File: src/rtl/input_debounce_pkg.sv
// Shared definitions for debounced inputs: the debounce FSM state encoding.
package input_debounce_pkg;

   typedef enum logic {
      StStable = 1'b0,
      StCheck  = 1'b1
   } debounce_state_e;

endpackage

File: src/rtl/input_debounce_sync2.sv
// Two-flop synchroniser for an asynchronous single-bit input; reset loads RESET_LEVEL.
module input_debounce_sync2 #(
   parameter logic RESET_LEVEL = 1'b0
) (
   input  logic clk,
   input  logic rst,
   input  logic d,
   output logic q
);

   logic s1_q;
   logic s2_q;

   always_ff @(posedge clk or negedge rst) begin
      if (!rst) begin
         s1_q <= RESET_LEVEL;
         s2_q <= RESET_LEVEL;
      end else begin
         s1_q <= d;
         s2_q <= s1_q;
      end
   end

   assign q = s2_q;

endmodule

File: src/rtl/input_debounce.sv
// Debounces a raw asynchronous input into a clean level plus optional one-cycle edge
// pulses. Define INPUT_DEBOUNCE_EDGE_EN to generate rise/fall; otherwise they are 0.
module input_debounce
   import input_debounce_pkg::*;
#(
   parameter int unsigned STABLE_CYCLES = 4,
   parameter int unsigned CNT_W         = 8,
   parameter logic        RESET_LEVEL   = 1'b0
) (
   input  logic clk,
   input  logic rst,
   input  logic en,
   input  logic din,
   output logic dout,
   output logic rise,
   output logic fall
);

   localparam logic [CNT_W-1:0] CntLast = CNT_W'(STABLE_CYCLES - 1);
   localparam logic [CNT_W-1:0] CntOne  = CNT_W'(1);

   logic            s2;
   debounce_state_e state_q;
   logic [CNT_W-1:0] cnt_q;
   logic            dout_q;

   input_debounce_sync2 #(
      .RESET_LEVEL(RESET_LEVEL)
   ) u_sync2 (
      .clk(clk),
      .rst(rst),
      .d  (din),
      .q  (s2)
   );

`ifdef INPUT_DEBOUNCE_EDGE_EN
   logic rise_q;
   logic fall_q;
`endif

   always_ff @(posedge clk or negedge rst) begin
      if (!rst) begin
         state_q <= StStable;
         cnt_q   <= '0;
         dout_q  <= RESET_LEVEL;
`ifdef INPUT_DEBOUNCE_EDGE_EN
         rise_q  <= 1'b0;
         fall_q  <= 1'b0;
`endif
      end else begin
`ifdef INPUT_DEBOUNCE_EDGE_EN
         // Pulses default low so they last exactly one clock, including when en==0.
         rise_q <= 1'b0;
         fall_q <= 1'b0;
`endif
         if (en) begin
            case (state_q)
               StStable: begin
                  if (s2 != dout_q) begin
                     if (STABLE_CYCLES == 1) begin
                        dout_q <= s2;
                        cnt_q  <= '0;
`ifdef INPUT_DEBOUNCE_EDGE_EN
                        rise_q <= s2;
                        fall_q <= ~s2;
`endif
                     end else begin
                        state_q <= StCheck;
                        cnt_q   <= CntOne;
                     end
                  end else begin
                     cnt_q <= '0;
                  end
               end
               StCheck: begin
                  if (s2 == dout_q) begin
                     state_q <= StStable;
                     cnt_q   <= '0;
                  end else if (cnt_q == CntLast) begin
                     state_q <= StStable;
                     cnt_q   <= '0;
                     dout_q  <= s2;
`ifdef INPUT_DEBOUNCE_EDGE_EN
                     rise_q  <= s2;
                     fall_q  <= ~s2;
`endif
                  end else begin
                     cnt_q <= cnt_q + CntOne;
                  end
               end
               default: begin
                  state_q <= StStable;
                  cnt_q   <= '0;
               end
            endcase
         end
      end
   end

   assign dout = dout_q;

`ifdef INPUT_DEBOUNCE_EDGE_EN
   assign rise = rise_q;
   assign fall = fall_q;
`else
   assign rise = 1'b0;
   assign fall = 1'b0;
`endif

endmodule

File: config.mk
export PLATFORM = sky130hd
export DESIGN_NAME = input_debounce
export DESIGN_NICKNAME = d
export VERILOG_FILES = /design/src/rtl/input_debounce_pkg.sv /design/src/rtl/input_debounce_sync2.sv /design/src/rtl/input_debounce.sv
export SDC_FILE = /design/constraint.sdc
export NUM_CORES = 1
export LEC_CHECK = 0
export CAP_MARGIN = 20
export CORE_AREA = 2 2 39 41
export CTS_BUF_LIST = sky130_fd_sc_hd__clkbuf_8
export DETAILED_ROUTE_END_ITERATION = 8
export DIE_AREA = 0 0 41 43
export GPL_TIMING_DRIVEN = 0
export PLACE_DENSITY = 0.7
export SLEW_MARGIN = 5
export SYNTH_ARGS = -nofsm -noshare
export SYNTH_HDL_FRONTEND = slang
export SYNTH_HIERARCHICAL = 1
export SYNTH_SLANG_ARGS = --single-unit
File: constraint.sdc
create_clock -name clk -period 3.1 [get_ports clk]
set_input_delay 0.775 -clock clk [delete_from_list [all_inputs] [get_ports clk]]
set_output_delay 0.775 -clock clk [all_outputs]
set_load 0.05 [all_outputs]
==> metrics.md <==
| Metric | Value |
|---|---|
| Met1 GRT Util | `0.201` |
| Length of the first detailed-routing pass in iterations | `2` |
| Die area | `1760 sq um` |
| DR vias | `464` |
| Worst-path cell chain | `clkdlybuf4s50_1` |
| Skew final | `0.00138 ns` |
| Synth top cells by count | `12 x dfrtp_1, 5 x nand2_1, 3 x nor2b_1` |
| Cell variety after synth | `31` |
| Status | `completed` |
| Cell accounting for the most synthesized area | `dfrtp_1` |
| H-tree levels | `1` |
| Top FF cell, synth | `dfrtp_1` |
| EDFF count, synth | `0` |
| Layout cells sized above 1 | `0.217` |
| Clock transition at the registers of the reported paths | `0.05 ns` |
| Sequential fraction of the synthesis area | `0.465` |
| Initial DRC count | `5` |
| DPL Wire Length | `809 microns` |
| Cells after Synth | `60` |
| Peak supply drop | `0.000405 V` |
| Placed inst area | `709 sq um` |
| # DRC | `0` |
| Grt met2 use | `0.222` |
| Fin util | `0.552` |
| Largest net degree at the start of global routing | `13` |
| Worst-path fanout max | `3` |
| Final instance area | `764 sq um` |
| Global-route wire length before repair | `1770 microns` |
| Power consumption | `489 uW` |
| Gr usage total | `0.154` |
| Die H | `43 microns` |
| Core Area | `1380 sq um` |
| Final Hold Viols | `0` |
| Worst setup SP type | `register` |
| Fmax | `456 MHz` |
| Minimum clock period | `2.19 ns` |
| Grt total ovfl | `0` |
| Initial Util | `0.467` |
| Ys async rst share | `1.00` |
| Worst-Margin Slew | `0.521 ns` |
| Ports | `7` |
| Max cap viols | `0` |
| Number of gates resized after CTS | `0` |
| Top cells by area, synth | `dfrtp_1 47%, ha_1 3.9%, nor4_4 3.3%, a311o_1 3.1%, nand2_1 2.9%` |
| FF+latch count, synth | `12` |
| Later-pin clock latency in the skew report | `0.24 ns` |
| Hold_ws | `0.346 ns` |
| Worst Hold Class | `reg2reg` |
| Critical path's top delay family | `buffers and inverters` |
| Type of the worst setup path | `reg2out` |
| Die width | `41 microns` |
| Top cell type's share of synthesized area | `0.465` |
| Slew margin rel. | `0.652` |
| Post-CTS Setup Bufs | `0` |
| Remaining antenna violation count | `0` |
| CTS buffer count | `3` |
| Crit. End Element | `output pin` |
| Clk buf depth | `2` |
| Ant. Diodes | `0` |
| Period utilization | `0.707` |
| Crit-path max cell delay | `0.81 ns` |
| Syn Std Cell Area | `646 sq um` |
| Pwr Density | `639 nW/um^2` |
| Critical Path AT | `1.42 ns` |
| Vias in the first global route | `437` |
| Yosys warns | `6` |
| Endpoints failing setup | `0` |
| Slowest cell on crit path | `clkdlybuf4s50_1` |
| Most Crowded Layer GR | `met2` |
| Count leader, synth | `dfrtp_1` |
| Detailed Route WL | `1110 microns` |
| Reg2Reg Setup Slack | `1.05 ns` |
| WP data required | `2.32 ns` |
| Rows | `14` |
| Fin Setup TNS | `0 ns` |
| CTS Sinks | `12` |
| Critical path buffers and inverters | `1` |
| Routability congestion estimate | `0.712` |
| Met3 Use GR | `0.0471` |
| Final nets | `76` |
| Area growth, synth to finish | `18.4%` |
| Routed vias/inst | `5.46` |
| Hold bufs inserted after CTS | `0` |
| Unrepaired setup endpoints after global routing | `false` |
| Clock root cell | `clkbuf_8` |
| Pleak | `0.000329 uW` |
| Drt wl/cell | `13.0 microns` |
| Fin. max-slew vios | `0` |
| TritonCTS clock tree | `built` |
| IO buf count | `4` |
| Synth Area per Inst | `10.8 sq um` |
| Initial antenna violation count | `0` |
[cell families after synthesis]
family / share of synthesized area
DFF: 0.465
buffers and inverters: 0.0426
and+or+nand+nor: 0.236
other: 0.00581
xor gates and xnor gates: 0.0407
AOI/OAI and AO/OA: 0.120
adders and majority gates: 0.0388
muxes: 0.0504
[state kept, by name, indices dropped and copies added, names as in the netlist]
name / flops
u_sync2/s1_q: 1
cnt_q: 8
u_sync2/q: 1
state_q: 1
dout: 1
[worst paths after layout]
kind / from / end / cells after the start
worst min-delay path: u_sync2/s1_q / u_sync2/q / 0
worst min register to register: u_sync2/s1_q / u_sync2/q / 0
min in group asynchronous: rst / dout / 1
worst max-delay path: dout / dout / 1
max in group asynchronous: rst / cnt_q[4] / 1
worst max register to register: cnt_q[0] / state_q / 5
[stage by stage]
step	cells	setup slack, ns
finish	85	0.908
global route	85	0.858
CTS	85	0.903
detailed placement	81	0.937
global placement	81	0.981
floorplan	61	1.28
[metal layers]
metal / vias to the layer above / part of all wire
met5: - / 0
met4: 0 / 0.0072
met3: 2 / 0.030
met2: 5 / 0.53
met1: 227 / 0.43
li1: 230 / -
[final cells by class]
class,count,area [sq um]
well taps,16,20.0
fillers,124,619
clock buffers,4,55.1
multi-input cells,44,322
repair buffers,4,40.0
flip-flops and latches,12,300
inverters,2,7.51
plain buffers,3,20.0
[where the power goes]
part / internal (uW) / switching, uW / total, uW
Combinational: 50.5 / 67.4 / 118
Clock: 112 / 56.5 / 169
Sequential: 178 / 24.3 / 202
[cells in the final DEF, fill, tap and decap left out, types with 3 or more instances in the layout]
| cell | count |
|---|---|
| clkbuf_8 | 4 |
| clkdlybuf4s50_1 | 4 |
| dfrtp_1 | 12 |
| nand2_1 | 5 |
| nor2b_1 | 3 |
Note: power is estimated with default switching activity, not from simulation.
